[src/rtl/fifo_bank_pkg.sv]
// fifo_bank_pkg -- shared definitions for the fifo_bank multi-channel queue.
//   ch_width()     : width of a channel-select field for a given channel count
//   MAX_CHANNELS   : largest supported channel count
//   MAX_LEVEL_W    : width of the occupancy field carried in the status struct
//   chan_status_t  : per-channel status {empty, full, almost_full, count}
package fifo_bank_pkg;

    localparam int MAX_CHANNELS = 16;
    localparam int MAX_LEVEL_W  = 17;

    function automatic int ch_width(input int n);
        return (n <= 2) ? 1 : $clog2(n);
    endfunction

    typedef struct packed {
        logic                   empty;
        logic                   full;
        logic                   almost_full;
        logic [MAX_LEVEL_W-1:0] count;
    } chan_status_t;

endpackage

[src/rtl/fifo_bank_chan.sv]
// fifo_bank_chan -- pointer/occupancy bookkeeping for one fifo_bank queue.
// Decides whether this channel's push/pop request is accepted and keeps the
// write pointer, read pointer and count. Storage lives in the parent.
// Ports:
//   clk, reset           : clock, asynchronous active-low reset
//   push_req, pop_req    : request addressed to this channel
//   push_ok, pop_ok      : request accepted this cycle
//   wr_ptr, rd_ptr       : current tail / head slot
//   status               : registered empty/full/almost_full/count
//   overflow, underflow  : sticky rejected-push/pop flags (FIFO_BANK_ERR_EN only)
module fifo_bank_chan
    import fifo_bank_pkg::*;
#(
    parameter int DEPTH       = 4,
    parameter int AFULL_LEVEL = (1 << DEPTH) - 1
)(
    input  logic             clk,
    input  logic             reset,
    input  logic             push_req,
    input  logic             pop_req,
    output logic             push_ok,
    output logic             pop_ok,
    output logic [DEPTH-1:0] wr_ptr,
    output logic [DEPTH-1:0] rd_ptr,
    output chan_status_t     status
`ifdef FIFO_BANK_ERR_EN
    ,
    output logic             overflow,
    output logic             underflow
`endif
);

    localparam logic [DEPTH:0] FULL_CNT  = (DEPTH+1)'(1 << DEPTH);
    localparam logic [DEPTH:0] AFULL_CNT = (DEPTH+1)'(AFULL_LEVEL);

    logic [DEPTH:0] count;

    // A pop on an empty channel is never bypassed from a same-cycle push.
    // A push into a full channel is fine when a pop frees the head slot.
    assign pop_ok  = pop_req && (count != '0);
    assign push_ok = push_req && ((count != FULL_CNT) || pop_ok);

    always_ff @(posedge clk or negedge reset) begin
        if (!reset) begin
            wr_ptr <= '0;
            rd_ptr <= '0;
            count  <= '0;
        end else begin
            if (push_ok)
                wr_ptr <= wr_ptr + 1'b1;
            if (pop_ok)
                rd_ptr <= rd_ptr + 1'b1;
            case ({push_ok, pop_ok})
                2'b10:   count <= count + 1'b1;
                2'b01:   count <= count - 1'b1;
                default: count <= count;
            endcase
        end
    end

    assign status.empty       = (count == '0);
    assign status.full        = (count == FULL_CNT);
    assign status.almost_full = (count >= AFULL_CNT);
    assign status.count       = MAX_LEVEL_W'(count);

`ifdef FIFO_BANK_ERR_EN
    always_ff @(posedge clk or negedge reset) begin
        if (!reset) begin
            overflow  <= 1'b0;
            underflow <= 1'b0;
        end else begin
            if (push_req && !push_ok)
                overflow <= 1'b1;
            if (pop_req && !pop_ok)
                underflow <= 1'b1;
        end
    end
`endif

endmodule

[src/rtl/fifo_bank.sv]
// fifo_bank -- CHANNELS independent FIFOs sharing one memory, addressed as
// {channel, pointer}. One push and one pop per cycle, on any channels.
// Optional build macro: FIFO_BANK_ERR_EN adds sticky overflow/underflow flags.
// Ports:
//   clk, reset                         : clock, asynchronous active-low reset
//   write_enable, write_channel, data_in : push request
//   read_update, read_channel          : pop request
//   data_out, data_valid               : popped word, valid one cycle after pop
//   empty, full, almost_full           : per-channel status bits
//   level                              : per-channel occupancy, DEPTH+1 bits each
//   overflow, underflow                : per-channel sticky errors (macro only)
module fifo_bank
    import fifo_bank_pkg::*;
#(
    parameter int SIZE        = 16,
    parameter int DEPTH       = 4,
    parameter int CHANNELS    = 4,
    parameter int AFULL_LEVEL = (1 << DEPTH) - 1,
    localparam int CH_W       = ch_width(CHANNELS)
)(
    input  logic                           clk,
    input  logic                           reset,
    input  logic                           write_enable,
    input  logic [CH_W-1:0]                write_channel,
    input  logic [SIZE-1:0]                data_in,
    input  logic                           read_update,
    input  logic [CH_W-1:0]                read_channel,
    output logic [SIZE-1:0]                data_out,
    output logic                           data_valid,
    output logic [CHANNELS-1:0]            empty,
    output logic [CHANNELS-1:0]            full,
    output logic [CHANNELS-1:0]            almost_full,
    output logic [CHANNELS*(DEPTH+1)-1:0]  level
`ifdef FIFO_BANK_ERR_EN
    ,
    output logic [CHANNELS-1:0]            overflow,
    output logic [CHANNELS-1:0]            underflow
`endif
);

    // Channel slots are padded to a power of two so any select value indexes
    // a defined entry; padding slots never accept anything.
    localparam int SLOTS = 1 << CH_W;
    localparam int AW    = CH_W + DEPTH;

    logic [SIZE-1:0]  mem [1 << AW];
    logic [DEPTH-1:0] wr_ptr [SLOTS];
    logic [DEPTH-1:0] rd_ptr [SLOTS];
    logic [SLOTS-1:0] push_ok;
    logic [SLOTS-1:0] pop_ok;
    logic             push_acc;
    logic             pop_acc;
    logic [SIZE-1:0]  rd_data_p1;
    logic             vld_p1;

    for (genvar i = 0; i < SLOTS; i++) begin : g_chan
        if (i < CHANNELS) begin : g_used
            chan_status_t st;

            fifo_bank_chan #(
                .DEPTH       (DEPTH),
                .AFULL_LEVEL (AFULL_LEVEL)
            ) u_chan (
                .clk       (clk),
                .reset     (reset),
                .push_req  (write_enable && (write_channel == CH_W'(i))),
                .pop_req   (read_update && (read_channel == CH_W'(i))),
                .push_ok   (push_ok[i]),
                .pop_ok    (pop_ok[i]),
                .wr_ptr    (wr_ptr[i]),
                .rd_ptr    (rd_ptr[i]),
                .status    (st)
`ifdef FIFO_BANK_ERR_EN
                ,
                .overflow  (overflow[i]),
                .underflow (underflow[i])
`endif
            );

            assign empty[i]                       = st.empty;
            assign full[i]                        = st.full;
            assign almost_full[i]                 = st.almost_full;
            assign level[i*(DEPTH+1) +: DEPTH+1]  = st.count[DEPTH:0];
        end else begin : g_pad
            assign push_ok[i] = 1'b0;
            assign pop_ok[i]  = 1'b0;
            assign wr_ptr[i]  = '0;
            assign rd_ptr[i]  = '0;
        end
    end

    assign push_acc = |push_ok;
    assign pop_acc  = |pop_ok;

    // Stage p0 -> memory write; a same-address read this cycle sees the old word
    always_ff @(posedge clk) begin
        if (push_acc)
            mem[{write_channel, wr_ptr[write_channel]}] <= data_in;
    end

    // Stage p0 -> p1: popped word registered, valid alongside
    always_ff @(posedge clk or negedge reset) begin
        if (!reset) begin
            vld_p1     <= 1'b0;
            rd_data_p1 <= '0;
        end else begin
            vld_p1 <= pop_acc;
            if (pop_acc)
                rd_data_p1 <= mem[{read_channel, rd_ptr[read_channel]}];
        end
    end

    assign data_out   = rd_data_p1;
    assign data_valid = vld_p1;

endmodule

[config.mk]
export PLATFORM = sky130hd
export DESIGN_NAME = fifo_bank
export DESIGN_NICKNAME = d
export VERILOG_FILES = /design/src/rtl/fifo_bank_pkg.sv /design/src/rtl/fifo_bank_chan.sv /design/src/rtl/fifo_bank.sv
export SDC_FILE = /design/constraint.sdc
export NUM_CORES = 1
export LEC_CHECK = 0
export CORE_ASPECT_RATIO = 0.7
export CORE_UTILIZATION = 55
export CTS_CLUSTER_DIAMETER = 120
export CTS_CLUSTER_SIZE = 14
export DETAILED_ROUTE_END_ITERATION = 8
export PLACE_DENSITY = 0.72
export REMOVE_ABC_BUFFERS = 1
export SLEW_MARGIN = 0
export SYNTH_ARGS = -nofsm -noshare
export SYNTH_HDL_FRONTEND = slang
export SYNTH_HIERARCHICAL = 1
export SYNTH_SLANG_ARGS = --single-unit
[constraint.sdc]
create_clock -name clk -period 2.8 [get_ports clk]
set_input_delay 0.42 -clock clk [delete_from_list [all_inputs] [get_ports clk]]
set_output_delay 0.42 -clock clk [all_outputs]
set_load 0.02 [all_outputs]
==> results.cfg <==
[logic_synthesis]
netlist_instances = 2812
synthesis.area_mm2 = 0.0440
avgSynthCellArea_um2 = 15.6
yosys_warnings = 6

[pwr]
seqPwrFrac_pct = 36.3
p_int_mw = 34.2
power_switching_mw = 18.8
p_leak_nw = 19.2
ir_drop_mv = 0.662
p_sw_share_pct = 35.4
powerDensity_mw_per_mm2 = 957
finalPower_mw = 52.9
power_frac_comb_pct = 41.8
pwr-share-clk_pct = 21.9

[sta]
setup_violations = 512
slew_violations = 0
min_period_over_period_pct = 129
fmax_ghz = 0.277
maxSlewHeadroom_pct = 23.1
hold_violations = 0
layout_setup_ws_ns = -0.812
clock_skew_ns = 0.0341
worst_pin_slew_ns = 1.15
rsz0062_at_grt = yes
period_minus_slack_ns = 3.61

[drt]
dr.pass1.iters = 7
drc = 0
dr.first_iter.drc_count = 4820
vias_per_cell = 6.56
wl_um = 140000
ant_nets = 0
via_count = 29500
wl_per_cell_um = 31.0

[place]
gp_congestion = 0.951
io_buffers = 72
dp_cells = 4233
dpl_cell_area_mm2 = 0.0495
pre_cts_ws_ns = -1.64
dp_hpwl_um = 86300

[clocking]
cts-buffers-inserted = 88
cts_tree = built
clk_path_buf_depth = 3
insertion_delay_ns = 0.69
cts_root_buffer = clkbuf_16
clock-sinks = 1093
htreeDepth = 3
path_clk_slew_ns = 0.07

[worst_setup_path]
cp-end-kind = flip-flop
cp_data_arrival_time_ns = 4.16
reg2reg_from = g_chan[3].g_used.u_chan/rd_ptr[0]
r2r-end = data_out[13]
r2r_cells = 8
cp_max_fo = 5
crit_required_ns = 3.35
critPathLaunch = g_chan[3].g_used.u_chan/rd_ptr[0]
r2r_slack_ns = -0.81
path_class = flip-flop to flip-flop
worstSetupEndpoint = data_out[13]
start_kind = flip-flop

[floorplanning]
coreArea_mm2 = 0.0789
die_width_um = 340
initial_core_util_pct = 55.7
fp.dieH_um = 239
ios = 73
row_count = 86
dieArea_mm2 = 0.0811

[global_routing]
grt_max_degree = 70
grt_pass1_vias = 28600
grtUsageTotal_pct = 34.5
grt_overflow_total = 0
antenna_found_initial = 2
grt_pass1_wl_um = 200000

[status]
violations = setup timing
status = finished with violations

[worst_hold_path]
worstHoldPathType = input port to flip-flop
holdPathStages = 1

[final_layout]
layout.cells.non_filler = 4502
final_area_mm2 = 0.0553
syn2layout_area_growth_pct = 25.9
nets = 3435
fillCellCount = 4865
drive_above_1_share_pct = 28.1
postLayoutCoreUtil_pct = 70.2

[job]
cap_violations = 0
power groups by stage:
stage,Combinational [mW],Clock [mW],Sequential (mW)
6_report,22.1,11.6,19.2
5_1_grt,22.9,12.2,19.3
4_1_cts,20.8,11.6,19.2
3_5_place_dp,17.8,0,19.6
3_3_place_gp,17.4,0,19.5
2_1_floorplan,8.19,0,19.8
timing repair:
| item | in CTS | in global routing |
|---|---|---|
| setup endpoints to repair | 918 | 980 |
| endpoints found under the hold margin | 48 | 0 |
| gates resized for setup | 322 | 134 |
| setup buffers | 64 | 25 |
| pin swaps | 79 | 55 |
| cloned | 37 | 5 |
| hold buffers | 2 | 0 |
worst min path at each step:
stage,to,slack [ns],start
after CTS,mem[57][10],0.16,data_in[10]
after global placement,g_chan[2].g_used.u_chan/wr_ptr[3],0.48,g_chan[2].g_used.u_chan/wr_ptr[3]
after detailed placement,g_chan[0].g_used.u_chan/wr_ptr[3],0.48,g_chan[0].g_used.u_chan/wr_ptr[3]
after global routing,mem[57][10],0.17,data_in[10]
after floorplan,data_out[0],0.12,reset
final,mem[57][10],0.19,data_in[10]
layout by cell type, fill, tap and decap left out, types with 30 or more instances in the layout:
cell type        count
mux2i_1            102
nand2_1            413
mux4_2              84
edfxtp_1          1024
nor2_1              93
buf_12              92
buf_6               72
nor2_4              36
clkbuf_1            52
clkbuf_16           92
a21oi_1             85
dfrtp_1             69
a31oi_1             39
buf_16              30
clkdlybuf4s50_1     47
nand4_1             41
buf_4              340
nand3_1            108
a211oi_1            37
stage by stage:
step                setup TNS, ns  hold slack [ns]
global placement          -651.30            0.479
global route              -108.57            0.171
floorplan                 -494.79            0.124
finish                     -87.34            0.189
detailed placement        -660.11            0.479
CTS                        -83.82            0.161
final cells by class:
| cell class | count | area (µm²) | share of cell area [%] |
|---|---|---|---|
| Tap cell | 1056 | 1320 | 2.39 |
| Timing Repair Buffer | 638 | 7240 | 13.1 |
| Sequential cell | 1093 | 32500 | 58.7 |
| Inverter | 26 | 97.6 | 0.176 |
| Clock inverter | 8 | 96.3 | 0.174 |
| Clock buffer | 140 | 2400 | 4.33 |
| Antenna cell | 1 | 2.50 | 0.00452 |
| Multi-Input combinational cell | 1540 | 11700 | 21.2 |
per-layer routing:
metal / track usage (%) / vias to the layer above / part of all wire [%]
met5: 0 / - / 0.019
met4: 11.1 / 4 / 3.3
met3: 10.1 / 311 / 15
met2: 50.3 / 2317 / 44
met1: 50.1 / 14800 / 38
li1: - / 12100 / -
registers in the layout, summed over array words and instances (netlist names):
register                     count
mem                           1024
g_chan.g_used.u_chan/count      20
data_valid                       1
data_out                        16
g_chan.g_used.u_chan/rd_ptr     16
g_chan.g_used.u_chan/wr_ptr     16
critical path: stages, from the launching register on:
cell      delay (ns)
dfrtp_1         0.41
mux4_4          0.69
buf_16          0.20
buf_8           0.14
mux4_2          0.42
a22oi_2         0.31
nand3_1         0.15
nand4b_1        0.73
o22a_1          0.42
No activity file was read; power rests on OpenSTA's default activity.
==> RTL change, RTL diff (same flow settings) <==
Register the output `level`, cleared by the reset; this adds one clock of latency there. The other outputs are not delayed to match.
--- a/src/rtl/fifo_bank.sv
+++ b/src/rtl/fifo_bank.sv
@@ -44,4 +44,6 @@
     localparam int AW    = CH_W + DEPTH;
 
+    logic [CHANNELS*(DEPTH+1)-1:0] level_d;
+
     logic [SIZE-1:0]  mem [1 << AW];
     logic [DEPTH-1:0] wr_ptr [SLOTS];
@@ -81,5 +83,5 @@
             assign full[i]                        = st.full;
             assign almost_full[i]                 = st.almost_full;
-            assign level[i*(DEPTH+1) +: DEPTH+1]  = st.count[DEPTH:0];
+            assign level_d[i*(DEPTH+1) +: DEPTH+1]  = st.count[DEPTH:0];
         end else begin : g_pad
             assign push_ok[i] = 1'b0;
@@ -114,4 +116,12 @@
     assign data_valid = vld_p1;
 
+    always_ff @(posedge clk or negedge reset) begin
+        if (!reset) begin
+            level <= '0;
+        end else begin
+            level <= level_d;
+        end
+    end
+
 endmodule
 
Formal check against the unedited RTL: not equivalent (Yosys sat finds a counterexample within 4 cycles, from zero or initial values and one cycle with reset low).
==> RTL change against the original RTL <==
- the run still ends with setup timing left
- die area is 1.1% higher
- worst setup slack better by 0.18 ns
- sequential cell count is 20 higher
- synthesized cell count is 0.71% higher
- total power is 2.1% lower
- wire length is 5.7% lower
- core utilization is 1.4 points lower
- largest cell class unchanged
- combinational power is 8% lower
- count of clock-buffer cells in the layout is 1 lower
- via count is 2.3% lower
- worst hold slack worse by 0.036 ns
- design area is 1.4% lower
- area after synthesis is 1.1% higher
==> RTL change: results <==
group,metric,value,unit
outcome,status,"finished, violations left",
outcome,violations,"setup timing",
cts,post_cts_buffers,36,
routing,wirelength,132000,um
worst_setup_path,path_max_fanout,7,
routing,post_drt_wl_per_cell,29.6,um
cts,h-tree-depth,3,
worst_setup_path,r2r-end,"data_out[11]",
min_path,whs_endpoint,"mem[2][15]",
placement,gp_congestion,0.930,
finish,fin_nets,3388,
finish,final_layout_size_suffix_gt1_frac,0.261,
finish,n_fill_cell,4917,
grt,met3_usage,0.114,
grt,antenna_found_initial,4,
finish,nNonClkBuffers,570,
logic_synthesis,ys_warn_count,6,
timing,worstMarginPinSlew,0.967,ns
cts,cts-buffers-inserted,89,
grt,grt_max_degree,52,
finish,multi_input_comb_cells,1540,
routing,drt_iter0_drc,4209,
finish,seq_area,33000,um^2
grt,grt_util_all_layers,0.323,
routing,dr_wl_met3,19600,um
min_path,whs_path_depth,1,
finish,multi_input_area_share,0.210,
worst_setup_path,max_stage_delay,0.68,ns
pwr,netSwitchingPower,18.1,mW
timing,report.final.slew_viol_count,0,
grt,grt_pass1_vias,28600,
grt,grt_pass1_wl,190000,um
grt,grt_util_met1,0.455,
pwr,p_leak,18.9,nW
grt,grtUsageMet2,0.472,
routing,topRoutingLayerUsed,"met5",
worst_setup_path,crit_path_top_delay_cell,"mux4_4",
cts,clock_path_buffers,3,
timing,setup_viol,529,
placement,post-place-cells,4245,
timing,timing.final.ws_setup,-0.632,ns
placement,place_hpwl,83600,um
logic_synthesis,syn-instance-count,2832,
timing,holdWs,0.153,ns
cts,clkLatencyLatePin,0.68,ns
worst_setup_path,cp.arrival,4.00,ns
routing,wl_met1,49500,um
finish,clock_buffers,139,
min_path,min_from,"data_in[15]",
finish,clock_cell_area_share,0.0461,
worst_setup_path,critical-path-top-delay-family,"multiplexers",
routing,viasPerCell,6.48,
routing,met2_length,58000,um
pwr,vdd_drop_max,0.000654,V
timing,finalClockSkew,0.0281,ns
cts,cts-resized-gates,196,
routing,drt_first_pass_iters,6,
cts,cts_hold_buf,1,
finish,buf_share,0.113,
finish,seq_cell_count,1113,
## RTL change: changes by cell type in the layout (fill, tap and decap cells not counted), sizes merged
cell,unedited run,this run
buf,573,505
dfrtp,69,89
bufbuf,4,2
clkinv,2,1
clkdlybuf4s15,3,0
dlygate4sd2,3,8
dlygate4sd3,2,1
## RTL change: stage by stage
step	setup WS (ns)	cell area, um^2	TNS (ns)
finish	-0.632	54500	-56.83
global route	-0.624	54500	-108.82
CTS	-0.446	54000	-154.57
detailed placement	-1.40	50100	-606.32
global placement	-1.45	50100	-659.33
floorplan	-3.84	43700	-494.79
## RTL change: power groups by stage
stage	registers (mW)	clock network [mW]	logic (mW)
after global placement	20.0	0	17.3
after detailed placement	20.0	0	17.7
after floorplan	20.3	0	8.19
final	19.7	11.7	20.4
after global routing	19.8	12.3	21.3
after CTS	19.7	11.8	19.4
